### src/rtl/hdmi_pkg.sv
// Shared types for the hdmi stream blocks: default pixel format, FIFO entry layout, adapter states.
package hdmi_pkg;

   localparam int unsigned DEFAULT_BPC = 8;
   localparam int unsigned DEFAULT_PW  = 3 * DEFAULT_BPC;

   typedef logic [DEFAULT_PW-1:0] pixel_t;

   typedef struct packed {
      logic   sof;
      logic   eol;
      pixel_t data;
   } fifo_entry_t;

   typedef enum logic [1:0] {
      WAIT_SOF = 2'd0,
      ARMED    = 2'd1,
      LOCKED   = 2'd2
   } adapter_state_t;

endpackage

### src/rtl/sync_fifo_fwft.sv
// Single-clock first-word-fall-through FIFO; the head entry is always visible on head_c.
module sync_fifo_fwft #(
   parameter  int unsigned DEPTH = 16,
   parameter  int unsigned WIDTH = 26,
   localparam int unsigned CW    = $clog2(DEPTH + 1)
) (
   input  logic             clk,
   input  logic             rst_n,
   input  logic             push,
   input  logic [WIDTH-1:0] push_data,
   input  logic             pop,
   output logic [WIDTH-1:0] head_c,
   output logic             full,
   output logic             empty,
   output logic [CW-1:0]    count,
   output logic [CW-1:0]    count_next_c
);

   localparam int unsigned AW = $clog2(DEPTH);

   logic [WIDTH-1:0] mem [DEPTH];
   logic [AW-1:0]    wr_ptr;
   logic [AW-1:0]    rd_ptr;
   logic             push_ok;
   logic             pop_ok;

   assign push_ok = push && !full;
   assign pop_ok  = pop && !empty;
   assign head_c  = mem[rd_ptr];

   always_comb begin
      count_next_c = count;
      if (push_ok && !pop_ok) begin
         count_next_c = count + CW'(1);
      end else if (!push_ok && pop_ok) begin
         count_next_c = count - CW'(1);
      end
   end

   // Storage carries no reset; validity is tracked by count/empty only.
   always_ff @(posedge clk) begin
      if (push_ok) begin
         mem[wr_ptr] <= push_data;
      end
   end

   always_ff @(posedge clk) begin
      if (!rst_n) begin
         wr_ptr <= '0;
         rd_ptr <= '0;
         count  <= '0;
         empty  <= 1'b1;
         full   <= 1'b0;
      end else begin
         if (push_ok) begin
            wr_ptr <= wr_ptr + AW'(1);
         end
         if (pop_ok) begin
            rd_ptr <= rd_ptr + AW'(1);
         end
         count <= count_next_c;
         empty <= (count_next_c == CW'(0));
         full  <= (count_next_c == CW'(DEPTH));
      end
   end

endmodule

### src/rtl/hdmi_stream_adapter.sv
// Buffers a valid/ready pixel stream and serves it to hdmi's pull interface, locking to its frame timing.
module hdmi_stream_adapter
   import hdmi_pkg::*;
#(
   parameter  int unsigned BITS_PER_COLOR = DEFAULT_BPC,
   parameter  int unsigned DEPTH          = 16,
   localparam int unsigned PW             = 3 * BITS_PER_COLOR
) (
   input  logic          clk_pixel,
   input  logic          rst,
   input  logic          s_valid,
   output logic          s_ready,
   input  logic [PW-1:0] s_data,
   input  logic          s_sof,
   input  logic          s_eol,
   input  logic          i_rd,
   input  logic          i_newline,
   input  logic          i_newframe,
   output logic [PW-1:0] o_pixel,
   output logic          o_locked,
   output logic          o_underflow,
   output logic          o_resync
);

   localparam int unsigned CW = $clog2(DEPTH + 1);
   localparam int unsigned EW = PW + 2;

   typedef struct packed {
      logic          sof;
      logic          eol;
      logic [PW-1:0] data;
   } entry_t;

   adapter_state_t state;
   logic           first_pix;
   entry_t         push_entry;
   entry_t         head;
   logic           push;
   logic           pop;
   logic           fifo_full;
   logic           fifo_empty;
   logic [CW-1:0]  fifo_count;
   logic [CW-1:0]  fifo_count_next;
   logic           unused_c;

   assign push_entry = '{sof: s_sof, eol: s_eol, data: s_data};
   assign push       = s_valid && s_ready;

   sync_fifo_fwft #(
      .DEPTH (DEPTH),
      .WIDTH (EW)
   ) u_fifo (
      .clk          (clk_pixel),
      .rst_n        (rst),
      .push         (push),
      .push_data    (push_entry),
      .pop          (pop),
      .head_c       (head),
      .full         (fifo_full),
      .empty        (fifo_empty),
      .count        (fifo_count),
      .count_next_c (fifo_count_next)
   );

   // Line-end markers and hdmi line strobes are carried for downstream use only.
   assign unused_c = ^{i_newline, head.eol, fifo_full, fifo_count};

   assign o_pixel = (state == LOCKED && !fifo_empty) ? head.data : '0;

   // Pop decision: drop pre-SOF junk, or consume on an aligned hdmi read.
   always_comb begin
      pop = 1'b0;
      case (state)
         WAIT_SOF: pop = !fifo_empty && !head.sof;
         LOCKED:   pop = !i_newframe && i_rd && !fifo_empty && (first_pix || !head.sof);
         default:  pop = 1'b0;
      endcase
   end

   always_ff @(posedge clk_pixel) begin
      if (!rst) begin
         state       <= WAIT_SOF;
         first_pix   <= 1'b0;
         s_ready     <= 1'b0;
         o_locked    <= 1'b0;
         o_underflow <= 1'b0;
         o_resync    <= 1'b0;
      end else begin
         s_ready     <= (fifo_count_next <= CW'(DEPTH - 2));
         o_underflow <= 1'b0;
         o_resync    <= 1'b0;
         case (state)
            WAIT_SOF: begin
               if (!fifo_empty && head.sof) begin
                  state <= ARMED;
               end
            end
            ARMED: begin
               if (i_newframe) begin
                  state     <= LOCKED;
                  o_locked  <= 1'b1;
                  first_pix <= 1'b1;
               end
            end
            LOCKED: begin
               // i_newframe wins over a same-cycle i_rd.
               if (i_newframe) begin
                  if (!first_pix && (fifo_empty || !head.sof)) begin
                     o_resync <= 1'b1;
                     state    <= WAIT_SOF;
                     o_locked <= 1'b0;
                  end else begin
                     first_pix <= 1'b1;
                  end
               end else if (i_rd) begin
                  if (fifo_empty) begin
                     o_underflow <= 1'b1;
                     first_pix   <= 1'b0;
                  end else if (head.sof && !first_pix) begin
                     o_resync <= 1'b1;
                     state    <= WAIT_SOF;
                     o_locked <= 1'b0;
                  end else begin
                     first_pix <= 1'b0;
                  end
               end
            end
            default: begin
               state    <= WAIT_SOF;
               o_locked <= 1'b0;
            end
         endcase
      end
   end

endmodule
### config.mk
export PLATFORM = sky130hd
export DESIGN_NAME = hdmi_stream_adapter
export DESIGN_NICKNAME = d
export VERILOG_FILES = /design/src/rtl/hdmi_pkg.sv /design/src/rtl/sync_fifo_fwft.sv /design/src/rtl/hdmi_stream_adapter.sv
export SDC_FILE = /design/constraint.sdc
export NUM_CORES = 1
export LEC_CHECK = 0
export ABC_CLOCK_PERIOD_IN_PS = 3000
export CAP_MARGIN = 20
export CORE_UTILIZATION = 45
export CTS_CLUSTER_DIAMETER = 120
export CTS_CLUSTER_SIZE = 8
export DETAILED_ROUTE_END_ITERATION = 8
export GPL_ROUTABILITY_DRIVEN = 0
export PLACE_DENSITY = 0.75
export SETUP_SLACK_MARGIN = 0.2
export SLEW_MARGIN = 20
export SYNTH_ARGS = -nofsm -noshare
export SYNTH_HDL_FRONTEND = slang
export SYNTH_SLANG_ARGS = --single-unit
### constraint.sdc
create_clock -name clk_pixel -period 3 [get_ports clk_pixel]
set_input_delay 0.3 -clock clk_pixel [delete_from_list [all_inputs] [get_ports clk_pixel]]
set_output_delay 0.3 -clock clk_pixel [all_outputs]
set_load 0.03 [all_outputs]
==> flow_summary.ini, run 1 <==
[outcome]
status = finished with violations
violations = negative setup slack

[detailed_routing]
dr_wl_met3_um = 2400
wl_met1_um = 14700
routed.top_layer = met5
wire_per_inst_um = 26.3
viasPerCell = 5.84
drt_iter0_markers = 797
drt-pass1-iter-count = 4
routed_wirelength_um = 37800
wl_met2_um = 19800
ant_nets = 0
drcViolationCount = 0
dr_total_vias = 8382

[placed_design]
portBuffers = 57
place_hpwl_um = 19700

[synth]
syn_area_um2 = 16600
netlist-cell-type-count = 51
synth.yosys.seq_area_share_pct = 75.3
ys_ff_latch = 426
ys_warn_count = 0
syn_nets = 809
synth_edf_count = 400
async_reset_ff_share_pct = 0
ys.flop_type = edfxtp_1
netlist_instances = 767
syn_avg_cell_area_um2 = 21.7

[global_route]
overflow = 0
first_global_vias = 8746
grt_start_max_net_pins = 37
antenna_found_initial = 2
grt_pass1_wl_um = 55000
track_usage_pct = 20.1

[sta]
worst_slack_ns = -0.0310
hold_viol = 0
fin_crit_sh_pct = 101
finalSetupViolCount = 3
fmax_ghz = 0.330
report.final.slew_viol_count = 0
finClkSkew_ns = 0.0225
relSlewSlack_pct = 62.2
holdWs_ns = 0.311
layout_min_cycle_time_ns = 3.03
rsz0062_at_grt = yes
worstMarginPinSlew_ns = 0.565

[setup_path]
crit_type = reg -> out
r2r_cells = 13
start_kind = flop
crit_required_ns = 2.70
worst-r2r-setup-slack_ns = 0.26
cp_max_fo = 7
critPathCaptureType = output pin
r2r_end = u_fifo.empty
arrival_ns = 2.73

[power]
ir_drop_mv = 0.567
internal-power_mw = 12.7
switching_power_mw = 4.12
sw_frac_of_total_pct = 24.5
p_leak_nw = 6.61
powerDensity_nw_per_um2 = 814
clock_power_share_pct = 35.0
seqPwrFrac_pct = 40.7
p_comb_share_pct = 24.3

[clock_network]
clock_latency_ns = 0.60
cts_htree_levels = 2
cts_tree = built
clk_pin_slew_worst_paths_ns = 0.05
clock-root-buffer = clkbuf_16
cts_buffer_depth = 3
cts.sinks = 426
numCtsBuffers = 59
cts.hold.buffers_added = 0

[die]
core_um2 = 36500
top_level_ports = 60
start_util_pct = 45.6
rows = 70
die_area_um2 = 37800
fp.dieW_um = 194
die_h_um = 194

[final_layout]
ff_latch_area_um2 = 12500
finish.utilization_pct = 56.7
n_fill_cell = 2541
nNetsFinal = 985
layout-drive-gt1-share_pct = 37.0
multi_input_area_um2 = 4180
areaGrowthSynthToFinish_pct = 24.4

[min_path]
holdPathEnd = o_underflow
hp-class = in -> reg
hold_depth = 3
hp-start = i_rd

[run]
maxCapViolCount = 0
==> metrics by stage <==
stage | TNS (ns) | total power, mW | area [um2] | worst slack (ns) | cells
2_1_floorplan | 0 | 9.08 | 16700 | 0.212 | 767
3_3_place_gp | 0 | 9.80 | 18200 | 0.216 | 1308
3_5_place_dp | 0 | 9.85 | 18200 | 0.220 | 1308
4_1_cts | -0.199 | 16.7 | 20500 | -0.0682 | 1423
5_1_grt | -0.710 | 17.4 | 20700 | -0.0804 | 1436
6_report | -0.0684 | 16.8 | 20700 | -0.0310 | 1436
==> synth_stat cells (4+ instances only) <==
cell | number | area, um2
inv_1 | 11 | 41.3
mux4_2 | 121 | 2730
buf_1 | 9 | 33.8
nor3_1 | 7 | 35.0
a21oi_1 | 6 | 30.0
buf_2 | 7 | 35.0
xnor2_1 | 6 | 52.6
dfxtp_1 | 26 | 521
and2_1 | 4 | 25.0
mux2i_1 | 7 | 70.1
ha_1 | 10 | 125
edfxtp_1 | 400 | 12000
nand2b_1 | 7 | 43.8
nor2b_1 | 30 | 188
nand2_1 | 20 | 75.1
nor2_1 | 28 | 105
clkbuf_1 | 20 | 75.1
nand3_1 | 4 | 20.0
==> flip-flops by register name, summed over array words and instances (netlist names), named ones only <==
| signal | cells |
|---|---|
| first_pix | 1 |
| o_locked | 1 |
| o_resync | 1 |
| o_underflow | 1 |
| s_ready | 1 |
| state | 2 |
| u_fifo.count | 5 |
| u_fifo.empty | 1 |
| u_fifo.full | 1 |
| u_fifo.mem | 400 |
| u_fifo.rd_ptr | 4 |
| u_fifo.wr_ptr | 4 |
==> logic make-up after synthesis <==
logic type | count (synthesis) | synth area share, %
muxes | 132 | 17.3
and+or+nand+nor | 115 | 3.61
DFF | 426 | 75.3
xor gates and xnor gates | 9 | 0.474
buffers and inverters | 48 | 1.16
AOI/OAI and AO/OA | 27 | 1.40
adders and majority gates | 10 | 0.752
==> worst max-delay path by stage <==
| stage | endpoint | slack (ns) | cells past startpoint |
|---|---|---|---|
| floorplan | o_pixel[10] | 0.21 | 6 |
| global placement | o_pixel[9] | 0.22 | 5 |
| detailed placement | o_pixel[5] | 0.22 | 5 |
| CTS | o_pixel[6] | -0.07 | 7 |
| global route | o_pixel[10] | -0.08 | 8 |
| finish | o_pixel[18] | -0.03 | 7 |
==> final cells by class <==
class | instances | share of cell area [%]
sequential | 426 | 60.6
clock inverter | 4 | 0.278
multi-input combinational | 293 | 20.2
tap | 468 | 2.83
inverter | 11 | 0.199
timing repair buffer | 152 | 8.36
antenna | 1 | 0.0121
clock buffer | 81 | 7.53
==> layer usage <==
layer  global-route usage [%]  up-vias
met5                        0        -
met4                     8.08        2
met1                     26.1     4441
met3                     3.37       61
met2                     33.9      360
li1                         -     3518
==> critical path: stages, from the launching register on <==
cell     delay, ns
dfxtp_4       0.39
buf_12        0.15
buf_6         0.12
buf_16        0.13
mux4_2        0.54
mux4_2        0.49
nor2b_4       0.15
buf_6         0.15
==> power by group through the flow <==
stage	clock network, mW	registers, mW	logic, mW
2_1_floorplan	0	6.90	2.18
3_3_place_gp	0	6.97	2.83
3_5_place_dp	0	6.98	2.87
4_1_cts	5.96	6.85	3.85
5_1_grt	6.22	6.87	4.34
6_report	5.90	6.85	4.09
==> cell usage in the layout (no fill, tap or decap), drive strengths merged, types with 6 or more instances in the layout <==
| master | n |
|---|---|
| nor2 | 29 |
| inv | 14 |
| xnor2 | 6 |
| a21oi | 6 |
| clkdlybuf4s50 | 33 |
| nor3 | 7 |
| dfxtp | 26 |
| clkbuf | 81 |
| buf | 119 |
| nand2b | 7 |
| mux4 | 123 |
| nand2 | 20 |
| edfxtp | 400 |
| nor2b | 30 |
| mux2i | 8 |
| ha | 10 |
==> timing repair <==
item                                    4_1_cts  5_1_grt
gates cloned                                  7        0
gates resized for setup                     110       35
setup buffers                                23       12
pin swaps                                     0        8
endpoints found under the setup margin       24       26
Note: power is estimated with default switching activity, not from simulation.
==> run 2: changes to the inputs <==
Settings changed: ABC_CLOCK_PERIOD_IN_PS 3000 to default.
==> results of run 2 <==
Same layout as run 1: the final DEF is identical, and so are final timing and power.
==> run 3: changes to the inputs <==
Settings changed: CORE_MARGIN from default to 3, SLEW_MARGIN 20 to 10.
==> run 3 against run 2 <==
The run still ends with negative setup slack left. Sequential power about the same. Clock skew is essentially flat. Core utilization increased by 0.82 points. Combinational power shrank 3%. Setup slack better by 0.023 ns. Total power down 0.72%. Critical endpoint is now o_pixel[17]. Largest power group unchanged.
==> flow_summary.ini, run 3 (synthesized netlist as in run 1, its figures left out) <==
[outcome]
status = finished with violations
violations = negative setup slack

[clock_network]
cts_htree_levels = 2
cts.hold.buffers_added = 0
clock_latency_ns = 0.57
cts_buffer_depth = 3
cts_tree = built
clk_pin_slew_worst_paths_ns = 0.05
numCtsBuffers = 59
cts.sinks = 426
clock-root-buffer = clkbuf_16

[placed_design]
place_hpwl_um = 20500
portBuffers = 57

[global_route]
track_usage_pct = 19.8
grt_start_max_net_pins = 22
grt_pass1_wl_um = 56700
antenna_found_initial = 2
first_global_vias = 8861
overflow = 0

[detailed_routing]
drcViolationCount = 0
routed_wirelength_um = 39000
drt_iter0_markers = 785
viasPerCell = 5.97
drt-pass1-iter-count = 5
dr_total_vias = 8514
ant_nets = 0
wire_per_inst_um = 27.3

[final_layout]
final_cell_mix = 400 x edfxtp_1, 123 x mux4_2, 69 x buf_4
top_register = u_fifo.mem
largest_register_ffs = 400
nNetsFinal = 984
reg_top3 = u_fifo.mem: 400 flops, u_fifo.count: 5 flops
finish.utilization_pct = 57.5
final_common_cell = edfxtp_1
areaGrowthSynthToFinish_pct = 24.4
layout-drive-gt1-share_pct = 37.2

[die]
die_h_um = 198
start_util_pct = 46.2
fp.dieW_um = 198
die_area_um2 = 39300
rows = 69
top_level_ports = 60
core_um2 = 36000

[sta]
fmax_ghz = 0.332
worstMarginPinSlew_ns = 0.608
worst_slack_ns = -0.00766
layout_min_cycle_time_ns = 3.01
holdWs_ns = 0.341
finClkSkew_ns = 0.0221
finalSetupViolCount = 2
fin_crit_sh_pct = 100
rsz0062_at_grt = yes
relSlewSlack_pct = 59.3
report.final.slew_viol_count = 0
hold_viol = 0

[setup_path]
cp_max_fo = 8
cp_num_cells = 7
max_stage_delay_ns = 0.50
r2r_end = u_fifo.empty
worst-r2r-setup-slack_ns = 0.28
crit_family = multiplexers
worst-path-buf-inv = 4
critPathCaptureType = output pin
crit_required_ns = 2.70
crit_path_end = o_pixel[17]
crit_type = reg -> out
cp_cell_sequence = buf_12, buf_12, buf_16, mux4_2, mux4_2, nor2b_2, buf_6
cpMaxStageDelayCell = mux4_2
arrival_ns = 2.71
start_kind = flop
r2r_cells = 12

[power]
p_leak_nw = 6.62
powerDensity_nw_per_um2 = 808
ir_drop_mv = 0.518

[run]
maxCapViolCount = 0

[min_path]
hp-class = in -> reg
run 3: cell count changes in the layout (fill, tap and decap cells not counted), moves of 2 or more:
cell	change
nor2b_2	+3
buf_6	-5
buf_12	-4
inv_16	-2
buf_4	+5
nor2b_4	-2
clkbuf_16	+4
run 3: worst reg2reg max path: stages (launching register included):
cell	delay (ns)
dfxtp_4	0.39
buf_12	0.17
buf_12	0.14
buf_16	0.13
buf_8	0.12
inv_4	0.04
or3_4	0.37
a211oi_4	0.24
buf_6	0.15
nor2_4	0.05
mux4_2	0.45
a22oi_2	0.23
o41ai_2	0.11
run 3: repair_timing:
action                     4_1_cts  5_1_grt
setup buffers                   22        7
setup endpoints to repair       27       30
cloned                           5        3
resized for setup               90       40
pin swaps                        1        5
run 3: where the power goes:
part / switching, mW / total [mW] / internal, mW
clock: 2.32 / 5.91 / 3.59
combinational: 1.63 / 3.96 / 2.33
sequential: 0.141 / 6.85 / 6.71
total: 4.09 / 16.7 / 12.6
run 3: worst min-delay path by stage:
stage | from | to | slack, ns | cells past startpoint
CTS | i_rd | o_underflow | 0.33 | 3
global placement | u_fifo.count[4] | u_fifo.count[4] | 0.47 | 2
floorplan | s_data[0] | u_fifo.mem[0][0] | 0.40 | 0
finish | i_rd | o_underflow | 0.34 | 3
global route | i_rd | o_underflow | 0.35 | 3
detailed placement | u_fifo.count[4] | u_fifo.count[4] | 0.47 | 2
run 3: per-layer routing:
metal	vias to the layer above	global-route usage [%]	part of all wire [%]
met4	2	6.40	3.0
met5	-	0	0.031
li1	3520	-	-
met1	4417	26.4	39
met3	92	3.44	7.0
met2	483	33.6	51
run 3: cell type report:
class	instances	area, um2
clock inverters	2	38.8
flip-flops and latches	426	12500
inverters	11	43.8
multi-input cells	293	4190
fillers	2470	15300
diodes	1	2.50
repair buffers	151	1730
clock buffers	82	1580
well taps	461	577
run 3: per-stage QoR:
step                instance area [um2]  worst slack, ns  setup TNS, ns  power [mW]  cells
finish                            20700         -0.00766        -0.0144        16.7   1427
global route                      20700          -0.0576         -0.391        17.3   1427
CTS                               20500          -0.0228         -0.133        16.5   1416
detailed placement                18300            0.145              0        9.90   1305
global placement                  18300            0.162              0        9.83   1305
floorplan                         16700            0.212              0        9.08    767
